==> config.mk <==
export PLATFORM = sky130hd
export DESIGN_NAME = vend_payer
export DESIGN_NICKNAME = d
export VERILOG_FILES = /design/src/rtl/vend_pkg.sv /design/src/rtl/vend_payer.sv
export SDC_FILE = /design/constraint.sdc
export NUM_CORES = 1
export LEC_CHECK = 0
export BUFFER_PORTS_ARGS = -buffer_cell sky130_fd_sc_hd__buf_4
export CAP_MARGIN = 20
export CORE_MARGIN = 2
export CORE_UTILIZATION = 57
export CTS_CLUSTER_DIAMETER = 150
export DETAILED_ROUTE_END_ITERATION = 12
export GPL_TIMING_DRIVEN = 0
export PLACE_DENSITY_LB_ADDON = 0.3
export SLEW_MARGIN = 20
export SYNTH_ARGS = -nofsm -noshare
export SYNTH_HDL_FRONTEND = slang
export SYNTH_SLANG_ARGS = --single-unit
==> constraint.sdc <==
create_clock -name sys_clk -period 2.2 [get_ports sys_clk]
set_input_delay 0.22 -clock sys_clk [delete_from_list [all_inputs] [get_ports sys_clk]]
set_output_delay 0.22 -clock sys_clk [all_outputs]
set_load 0.01 [all_outputs]
==> src/rtl/vend_pkg.sv <==
// Shared types and constants for the vending-machine customer driver.
// Latency: n/a (package only).
// Backpressure: n/a (package only).
package vend_pkg;

    // Driver FSM states; DONE is the single-cycle report state.
    typedef enum logic [2:0] {
        IDLE,
        LOAD,
        COIN,
        GAP,
        WAIT,
        DONE
    } state_t;

    // Money is counted in half-yuan units throughout.
    localparam int COIN_FULL      = 2;
    localparam int COIN_HALF      = 1;
    localparam int PRICE_HALF_DEF = 5;
    localparam int PLAN_MAX       = 8;

    // A plan longer than the 8-bit coin vector is cut down to 8 coins.
    function automatic logic [3:0] clamp_len(input logic [3:0] len);
        return (len > 4'(PLAN_MAX)) ? 4'(PLAN_MAX) : len;
    endfunction

endpackage

==> src/rtl/vend_payer.sv <==
// Replays a latched coin plan into the vending FSM and grades the vend and change.
// Latency: first coin 2 cycles after start, then one coin every GAP_CYC+1 cycles.
// Backpressure: none; start is dropped while busy, coke stops the plan early.
module vend_payer
    import vend_pkg::*;
#(
    parameter int PRICE_HALF = PRICE_HALF_DEF,
    parameter int GAP_CYC    = 2,
    parameter int TIMEOUT    = 8,
    parameter int CNT_W      = 5
) (
    input  logic             sys_clk,
    input  logic             sys_rst_n,
    input  logic             start,
    input  logic [7:0]       plan_bits,
    input  logic [3:0]       plan_len,
    input  logic             coke,
    input  logic             ret,
    output logic             pay,
    output logic             pay_half,
    output logic             busy,
    output logic             done,
    output logic             vend_ok,
    output logic             change_ok,
    output logic             err_timeout,
    output logic [CNT_W-1:0] paid_half
);

    localparam logic [CNT_W-1:0] PRICE_W = CNT_W'(PRICE_HALF);
    localparam logic [CNT_W-1:0] FULL_W  = CNT_W'(COIN_FULL);
    localparam logic [CNT_W-1:0] HALF_W  = CNT_W'(COIN_HALF);

    state_t           r_state;
    logic [7:0]       r_plan;
    logic [3:0]       r_rem;
    logic [3:0]       r_gap_cnt;
    logic [7:0]       r_to_cnt;
    logic             r_ret_seen;
    logic             r_pay;
    logic             r_pay_half;
    logic             r_busy;
    logic             r_done;
    logic             r_vend_ok;
    logic             r_change_ok;
    logic             r_err_timeout;
    logic [CNT_W-1:0] r_paid;

    logic [CNT_W-1:0] w_coin_val;
    logic [CNT_W-1:0] w_paid_nxt;
    logic             w_ret_nxt;
    logic             w_chg_on_coke;

    // Coin in flight is always counted, even when coke arrives in the same cycle,
    // so the change verdict on a coke edge must see the post-coin total.
    always_comb begin
        w_coin_val    = r_pay ? FULL_W : HALF_W;
        w_paid_nxt    = (r_state == COIN) ? (r_paid + w_coin_val) : r_paid;
        w_ret_nxt     = r_ret_seen | ret;
        w_chg_on_coke = (w_ret_nxt == (w_paid_nxt > PRICE_W));
    end

    // Driver FSM with all outputs registered; coke preempts every busy-state action.
    always_ff @(posedge sys_clk or negedge sys_rst_n) begin
        if (!sys_rst_n) begin
            r_state       <= IDLE;
            r_plan        <= '0;
            r_rem         <= '0;
            r_gap_cnt     <= '0;
            r_to_cnt      <= '0;
            r_ret_seen    <= 1'b0;
            r_pay         <= 1'b0;
            r_pay_half    <= 1'b0;
            r_busy        <= 1'b0;
            r_done        <= 1'b0;
            r_vend_ok     <= 1'b0;
            r_change_ok   <= 1'b0;
            r_err_timeout <= 1'b0;
            r_paid        <= '0;
        end else begin
            r_pay      <= 1'b0;
            r_pay_half <= 1'b0;
            r_done     <= 1'b0;
            case (r_state)
                IDLE: begin
                    if (start) begin
                        r_plan        <= plan_bits;
                        r_rem         <= clamp_len(plan_len);
                        r_ret_seen    <= 1'b0;
                        r_vend_ok     <= 1'b0;
                        r_change_ok   <= 1'b0;
                        r_err_timeout <= 1'b0;
                        r_paid        <= '0;
                        r_busy        <= 1'b1;
                        r_state       <= LOAD;
                    end
                end
                DONE: begin
                    r_busy  <= 1'b0;
                    r_state <= IDLE;
                end
                default: begin
                    if (r_state == COIN) begin
                        r_paid <= w_paid_nxt;
                    end
                    r_ret_seen <= w_ret_nxt;
                    if (coke) begin
                        // Any pulse that would launch on this edge is simply not issued.
                        r_vend_ok   <= 1'b1;
                        r_change_ok <= w_chg_on_coke;
                        r_done      <= 1'b1;
                        r_state     <= DONE;
                    end else begin
                        case (r_state)
                            LOAD: begin
                                if (r_rem == 4'd0) begin
                                    r_done  <= 1'b1;
                                    r_state <= DONE;
                                end else begin
                                    r_pay      <= r_plan[0];
                                    r_pay_half <= ~r_plan[0];
                                    r_state    <= COIN;
                                end
                            end
                            COIN: begin
                                r_plan    <= r_plan >> 1;
                                r_rem     <= r_rem - 4'd1;
                                r_gap_cnt <= 4'(GAP_CYC - 1);
                                r_state   <= GAP;
                            end
                            GAP: begin
                                if (r_gap_cnt != 4'd0) begin
                                    r_gap_cnt <= r_gap_cnt - 4'd1;
                                end else if (r_rem != 4'd0) begin
                                    r_pay      <= r_plan[0];
                                    r_pay_half <= ~r_plan[0];
                                    r_state    <= COIN;
                                end else begin
                                    r_to_cnt <= '0;
                                    r_state  <= WAIT;
                                end
                            end
                            WAIT: begin
                                if (r_to_cnt == 8'(TIMEOUT - 1)) begin
                                    r_err_timeout <= 1'b1;
                                    r_done        <= 1'b1;
                                    r_state       <= DONE;
                                end else begin
                                    r_to_cnt <= r_to_cnt + 8'd1;
                                end
                            end
                            default: r_state <= IDLE;
                        endcase
                    end
                end
            endcase
        end
    end

    assign pay         = r_pay;
    assign pay_half    = r_pay_half;
    assign busy        = r_busy;
    assign done        = r_done;
    assign vend_ok     = r_vend_ok;
    assign change_ok   = r_change_ok;
    assign err_timeout = r_err_timeout;
    assign paid_half   = r_paid;

endmodule
# Yosys cells after proc, flatten, opt, wreduce, memory -nomap -nowiden
# Cells that the tools add are included.
# word_totals
out_inout_bits,12
elab_cells,118
reg_bits,40
inputBits,17
# classes
bitwise_logic,5
n_eq_ne,15
n_reduce_logical,21
order_cmp,2
addsub,4
mux,57
# ops
cell,count
2-to-1 mux 8 bit,6
one-hot mux 8 bit (2 select lines),2
2-to-1 mux 1 bit,21
2-to-1 mux 4 bit,5
2-to-1 mux 3 bit,6
one-hot mux 1 bit (2 select lines),8
one-hot mux 4 bit (2 select lines),2
2-to-1 mux 5 bit,3
nonzero test 2 bit,7
one-hot mux 3 bit (4 select lines),1
!= test 2 bit (second input constant),5
one-hot mux 5 bit (2 select lines),1
AND reduction 3 bit,3
adder 8 x 1 -> 8 bit (second input constant),1
== test 8 x 3 -> 1 bit (second input constant),1
AND reduction 4 bit,2
nonzero test 4 bit,2
subtractor 4 x 1 -> 4 bit (second input constant),2
== test 3 x 2 -> 1 bit (second input constant),2
== test 3 bit (second input constant),2
one-hot mux 3 bit (2 select lines),1
AND reduction 6 bit,1
adder 5 x 2 -> 5 bit,1
> comparator 5 x 3 -> 1 bit (second input constant),1
14 further kinds,18

# Longest topological paths before layout
# Gate-level depths: netlist of run 1.
# logic_depth
depth_word,7
mapped_depth,8
mapped_depth_nobuf,8

# Worst setup path after synthesis of run 1
# Ideal clock, no wire load.
# synth_path
kind,register to register
startpoint,register r_pay (netlist: pay)
endpoint,register r_change_ok (netlist: change_ok)
stages_incl_launch_ff,9
required_time_ns,2.070
arrival_ns,1.852
period_less_slack_ns,1.982
path_buffers,0
setup_time_ns,0.130
slack_ns,0.218
cell_sequence,dfrtp_1 -> inv_1 -> ha_1 -> fa_1 -> xnor2_1 -> a41o_1 -> o22ai_1 -> xnor2_1 -> o31ai_2
# synth_via
elab_chain_cells,7
# synth_lines
element,line_no,source
from (decl),vend_payer.sv:39,logic r_pay;
from (signal assigned),vend_payer.sv:119,r_pay <= r_plan[0];
from (signal assigned),vend_payer.sv:134,r_pay <= r_plan[0];
2-to-1 mux 2 bit,vend_payer.sv:56,w_coin_val = r_pay ? FULL_W : HALF_W;
adder 5 x 2 -> 5 bit,vend_payer.sv:57,w_paid_nxt = (r_state == COIN) ? (r_paid + w_coin_val) : r_paid;
2-to-1 mux 5 bit,vend_payer.sv:57,
> comparator 5 x 3 -> 1 bit,vend_payer.sv:59,w_chg_on_coke = (w_ret_nxt == (w_paid_nxt > PRICE_W));
== test 1 bit,vend_payer.sv:59,
2-to-1 mux 1 bit,vend_payer.sv:106,if (coke) begin
one-hot mux 1 bit (2 select lines),vend_payer.sv:83,case (r_state)
to (signal assigned),vend_payer.sv:109,r_change_ok <= w_chg_on_coke;
to (decl),vend_payer.sv:44,logic r_change_ok;
# No other way between the ends. The select of a mux whose other input is x is not followed.
# A chain may end at the register's enable or synchronous reset.

# Worst setup path after layout of run 1
# Ends and elaborated chain as after synthesis.

==> results of run 1 <==
-- cell usage in the layout, fill, tap and decap left out, types with 5 or more instances in the layout --
master and n:
dfrtp_1 40, buf_4 30, o21ai_0 29, nand2_1 26
nor2_1 24, a21oi_1 16, inv_1 12, nor3_1 9
clkbuf_1 8, mux2i_1 8, nand3_1 5, a31oi_1 5
ha_1 5, clkbuf_8 5
-- final timing paths --
check / from / to / slack [ns] / cells past startpoint
worst max-delay path: pay$_DFF_PN0_ / change_ok$_DFFE_PN0P_ / 0.17 / 8
worst min-delay path: plan_bits[7] / r_plan[7]$_DFFE_PN0P_ / 0.19 / 2
worst max register to register: pay$_DFF_PN0_ / change_ok$_DFFE_PN0P_ / 0.17 / 8
worst min register to register: r_plan[0]$_DFFE_PN0P_ / pay_half$_DFF_PN0_ / 0.45 / 1
max in group asynchronous: sys_rst_n / r_to_cnt[3]$_DFFE_PN0P_ / 1.41 / 2
min in group asynchronous: sys_rst_n / paid_half[1]$_DFFE_PN0P_ / 0.44 / 2
-- flip-flops by register name (all words and copies together), names as in the netlist --
| name | cells |
|---|---|
| busy | 1 |
| paid_half | 5 |
| r_state | 3 |
| pay | 1 |
| r_to_cnt | 8 |
| r_ret_seen | 1 |
| err_timeout | 1 |
| change_ok | 1 |
| done | 1 |
| vend_ok | 1 |
| r_plan | 8 |
| pay_half | 1 |
| r_gap_cnt | 4 |
| r_rem | 4 |
-- cell type report --
cell class                 count  area, um^2
buffer                        11        63.8
clock buffer                   6        72.6
clock inverter                 2        35.0
fill                         302        1090
inverter                      12        45.0
multi-input combinational    184        1160
sequential                    40        1000
tap                           48        60.1
timing repair buffer          29         220
-- repair_timing --
action / 4_1_cts / 5_1_grt
setup endpoints to repair: 0 / 1
resized for setup: 0 / 1
hold buffers: 1 / 0
hold endpoints to repair: 40 / 0
-- cells in the mapped netlist, drive strengths merged --
master / n / area [um^2]
dfrtp: 40 / 1000
o21ai: 33 / 165
nand2: 26 / 97.6
nor2: 24 / 90.1
a21oi: 16 / 80.1
inv: 12 / 45.0
nor3: 10 / 61.3
mux2i: 8 / 80.1
clkbuf: 7 / 26.3
nor3b: 6 / 61.3
o31ai: 6 / 65.1
a31oi: 5 / 31.3
ha: 5 / 62.6
nand3: 5 / 25.0
buf: 4 / 37.5
xor2: 3 / 26.3
a21o: 2 / 16.3
a22o: 2 / 17.5
a2bb2oi: 2 / 17.5
and2: 2 / 12.5
and3: 2 / 12.5
and3b: 2 / 17.5
nand4: 2 / 12.5
o21bai: 2 / 15.0
or2: 2 / 15.0
or3b: 2 / 20.0
xnor2: 2 / 17.5
a2111oi: 1 / 8.76
a211oi: 1 / 7.51
a21boi: 1 / 7.51
a221oi: 1 / 8.76
a22oi: 1 / 7.51
a32o: 1 / 10.0
a41o: 1 / 10.0
a41oi: 1 / 8.76
and2b: 1 / 8.76
fa: 1 / 20.0
nor2b: 1 / 6.26
o2111ai: 1 / 8.76
o211ai: 1 / 7.51
o22ai: 1 / 6.26
or4: 1 / 7.51
-- per-stage QoR --
stage | worst slack, ns | cells | hold WS, ns
after floorplan | 0.218 | 247 | -0.0756
after global placement | 0.140 | 323 | 0.220
after detailed placement | 0.108 | 323 | 0.229
after CTS | 0.0905 | 332 | 0.181
after global routing | 0.0149 | 332 | 0.195
final | 0.172 | 332 | 0.187
-- power by group through the flow --
stage | combinational [W] | clock [W] | sequential (W)
4_1_cts | 0.00173 | 0.000605 | 0.00131
3_3_place_gp | 0.00167 | 0 | 0.00131
2_1_floorplan | 0.00126 | 0 | 0.00130
6_report | 0.00174 | 0.000589 | 0.00131
3_5_place_dp | 0.00172 | 0 | 0.00132
5_1_grt | 0.00196 | 0.000643 | 0.00136
-- cells by family (layout without fill, tap and decap cells) --
logic type      count (synthesis)  after routing  share of synthesized area
xor+xnor                        5              5                     0.0194
mux                             8              8                     0.0354
simple gates                   86             86                      0.198
buf+inv                        23             60                     0.0481
compound gates                 79             79                      0.221
flops                          40             40                      0.442
fa+ha+maj                       6              6                     0.0365
-- per-layer routing --
metal	up-vias	global-route usage	routed length, um
met1	892	0.323	2260
met5	-	0	0
li1	956	-	-
met2	65	0.381	2040
met3	6	0.0625	277
met4	0	0.0612	75
==> key figures, run 1 <==
GRT
  • GRT overflow: 0
  • First-pass GRT wire length: 8070 um
  • Number of global-route vias before repair: 1752
  • Initial antenna violation count: 0
  • GR Util All Layers: 0.240
  • Largest net degree at the start of global routing: 41

STA
  • Fin. Hold Viols: 0
  • Worst-Margin Slew: 0.610 ns
  • Slew Limit Fails: 0
  • Slew HR: 0.589
  • Final Skew: 0.00744 ns
  • RSZ-0062 raised after global routing: false
  • Final period util: 0.922
  • Minimum clock period: 2.03 ns
  • Fmax: 493 MHz
  • Endpoints failing setup: 0
  • Setup TNS: 0 ns

Placed design
  • RePlAce Congestion: 0.862
  • Port bufs: 28
  • Dpl cell area: 2530 um^2
  • DP HPWL: 3330 um

Setup path
  • CP Capture Type: register
  • Worst-path fanout max: 4
  • Worst path arrival time: 2.24 ns
  • CP Data Required Time: 2.41 ns
  • Type of the worst setup path: register to register
  • Crit-path cells: inv_1 -> ha_1 -> fa_2 -> xnor2_1 -> a41o_1 -> o22ai_1 -> xnor2_1 -> o31ai_2
  • Buf/Inv on CP: 1
  • Critical path startpoint category: register
  • Cell mode on critical path: xnor2_1
  • Slowest CP cell: dfrtp_1
  • Family with the most delay on the worst path: adder cells
  • Largest stage delay, worst path: 0.43 ns

Synth
  • Syn Nets: 270
  • Post-synthesis cell area: 2260 um^2
  • Yosys reg bits: 40
  • Synthesized area per cell: 9.16 um^2
  • Seq/Total Area, Yosys: 0.442
  • Synthesized instance count: 247
  • Post-synth cell types: 51
  • Ys Warns: 0

Cells and area
  • Final Cell Area: 2650 um^2
  • Area grow syn2layout: 17.2%
  • Final net count: 306
  • Final Core Density: 0.709
  • Fraction of layout cells with a size suffix above 1: 0.187
  • Antenna Cells: 0

Power and ir drop
  • PD cells: 1370 nW/um^2
  • Clock power frac: 0.162
  • Pleak: 1.19 nW
  • VDD IR max: 693 uV
  • Net Switching: 0.00149 W
  • Total chip power: 0.00364 W
  • Switching share of total power: 0.408
  • Comb pwr share: 0.478
  • Register share of total power: 0.361
  • Cell-internal power: 0.00215 W

Routing
  • Post-Route WL: 4660 um
  • Post-route ant nets: 0
  • Routed WL per cell: 14.0 um
  • DR DRC count: 0
  • DRT iter0 DRCs: 169
  • 1st-pass router iterations: 4
  • Number of vias per cell: 5.78
  • DR vias: 1919

Clocking
  • Worst-Skew Late Latency: 0.29 ns
  • CTS buffer count: 5
  • CTS max path bufs: 2
  • CTS tree: built
  • CTS Sinks: 40
  • Reg clk slew, reported paths: 0.08 ns
  • Post-CTS setup buffer count: 0
  • Root Driver: clkbuf_8
  • H-tree levels: 2

Die
  • Core area: 3740 um^2
  • Initial core utilization: 0.605
  • Die W: 67.0 um
  • Site Rows: 22
  • Top Ports: 29
  • Die Ht: 67.0 um
  • Die footprint: 4490 um^2

Hold path
  • Worst min path class: input port to register

Status
  • Status: finished clean

Job
  • # Max-Cap Violations: 0
Power figures use the tool's default switching activity.
==> inputs of run 2 (changes only) <==
--- a/config.mk
+++ b/config.mk
@@ -11,7 +11,6 @@
 export CORE_UTILIZATION = 57
 export CTS_CLUSTER_DIAMETER = 150
 export DETAILED_ROUTE_END_ITERATION = 12
-export GPL_TIMING_DRIVEN = 0
 export PLACE_DENSITY_LB_ADDON = 0.3
 export SLEW_MARGIN = 20
 export SYNTH_ARGS = -nofsm -noshare
==> key figures, run 2 (synthesis results as in run 1) <==
Clocking
  • CTS Sinks: 40
  • CTS max path bufs: 2
  • CTS tree: built
  • H-tree levels: 2
  • Worst-Skew Late Latency: 0.30 ns
  • Root Driver: clkbuf_8
  • Reg clk slew, reported paths: 0.08 ns
  • CTS buffer count: 5
  • Post-CTS setup buffer count: 0

Setup path
  • Cell mode on critical path: xnor2_1
  • Critical path startpoint category: register
  • Worst path arrival time: 2.30 ns
  • Worst-path fanout max: 4
  • Slowest CP cell: fa_1
  • Type of the worst setup path: register to register
  • Crit-path cells: inv_1 -> ha_1 -> fa_1 -> xnor2_1 -> a41o_1 -> o22ai_1 -> xnor2_1 -> o31ai_2
  • CP Data Required Time: 2.41 ns
  • Largest stage delay, worst path: 0.45 ns
  • Reg-to-reg setup timing slack: 0.12 ns
  • CP Capture Type: register

STA
  • Setup TNS: 0 ns
  • Fmax: 480 MHz
  • Final period util: 0.946
  • Endpoints failing setup: 0
  • Slew Limit Fails: 0
  • RSZ-0062 raised after global routing: false
  • Fin. Hold Viols: 0
  • Slew HR: 0.566
  • Hold slack final: 0.171 ns
  • Final Skew: 0.0110 ns
  • Worst-Margin Slew: 0.644 ns
  • Minimum clock period: 2.08 ns

Placed design
  • DP HPWL: 3330 um
  • RePlAce Congestion: 0.881
  • Port bufs: 28

Die
  • Die W: 67.0 um
  • Top Ports: 29
  • Core area: 3740 um^2
  • Die Ht: 67.0 um
  • Site Rows: 22
  • Initial core utilization: 0.605
  • Die footprint: 4490 um^2

GRT
  • GR Util All Layers: 0.235
  • GRT overflow: 0
  • First-pass GRT wire length: 7900 um
  • Number of global-route vias before repair: 1752
  • Initial antenna violation count: 0
  • Largest net degree at the start of global routing: 41

Cells and area
  • Most frequent cells in the layout: dfrtp_1, buf_4, o21ai_0
  • Antenna Cells: 0
  • Fraction of layout cells with a size suffix above 1: 0.197
  • Area grow syn2layout: 16.6%
  • Most common cell after layout, fill and taps aside: dfrtp_1
  • Final net count: 301

Power and ir drop
  • Pleak: 1.20 nW
  • VDD IR max: 619 uV
  • PD cells: 1380 nW/um^2

Routing
  • DRT iter0 DRCs: 151
  • Post-Route WL: 4620 um
  • Routed WL per cell: 14.1 um
  • Post-route ant nets: 0
  • 1st-pass router iterations: 4
  • DR DRC count: 0
  • Number of vias per cell: 5.78
  • DR vias: 1889

Hold path
  • Worst min path class: input port to register

Job
  • # Max-Cap Violations: 0

Status
  • Status: finished clean
[run 2: cell count changes in the layout (fill, tap and decap cells not counted), sizes merged]
| cell | delta |
|---|---|
| buf | +2 |
| clkbuf | -8 |
| clkinv | -1 |
| clkinvlp | +1 |
| inv | +1 |
[run 2: metrics by stage]
step / util / instances / power (W) / area, um^2 / worst slack (ns)
4_1_cts: 0.705 / 327 / 0.00366 / 2640 / 0.121
3_3_place_gp: 0.672 / 318 / 0.00297 / 2510 / 0.226
5_1_grt: 0.705 / 327 / 0.00397 / 2640 / 0.0240
3_5_place_dp: 0.672 / 318 / 0.00303 / 2510 / 0.138
6_report: 0.705 / 327 / 0.00364 / 2640 / 0.118
2_1_floorplan: - / 247 / 0.00256 / 2260 / 0.218
[run 2: layout make-up]
cell class | instances | area, um^2
fill | 289 | 1100
timing repair buffer | 35 | 265
sequential | 40 | 1000
inverter | 12 | 45.0
tap | 48 | 60.1
multi-input combinational | 184 | 1150
clock buffer | 5 | 68.8
clock inverter | 3 | 46.3
[run 2: path summary, 6_finish.rpt]
check                           depth (start not counted)                       end                   from
worst max register to register                          8     change_ok$_DFFE_PN0P_          pay$_DFF_PN0_
min in group asynchronous                               2  paid_half[1]$_DFFE_PN0P_              sys_rst_n
worst min-delay path                                    2     r_plan[7]$_DFFE_PN0P_           plan_bits[7]
worst min register to register                          1        pay_half$_DFF_PN0_  r_plan[0]$_DFFE_PN0P_
worst max-delay path                                    8     change_ok$_DFFE_PN0P_          pay$_DFF_PN0_
max in group asynchronous                               2   r_to_cnt[3]$_DFFE_PN0P_              sys_rst_n
[run 2: report_power, final]
group | leakage (nW) | internal (W) | switching, W | total, W
clock | 0.0548 | 0.000342 | 0.000273 | 0.000615
combinational | 0.628 | 0.000778 | 0.000856 | 0.00163
sequential | 0.513 | 0.00103 | 0.000360 | 0.00139
[run 2: layer usage]
metal,vias to the layer above,global-route usage,share of wire,wire length [um]
met5,-,0,0,0
met3,5,0.0642,0.042,196
met4,0,0.0740,0.011,50
met2,47,0.376,0.48,2200
met1,891,0.309,0.47,2180
li1,946,-,-,-
[run 2: critical path: cells and delay by family (launching register included)]
family | cells | cell delay [ns]
buffers and inverters | 1 | 0.06
adders and majority gates | 2 | 0.67
xor gates and xnor gates | 2 | 0.27
AOI/OAI and AO/OA | 3 | 0.57
DFF | 1 | 0.42
[run 2: repair_timing]
action	in CTS	in global routing
hold buffers	1	0
hold endpoints to repair	40	0
resized for setup	0	0
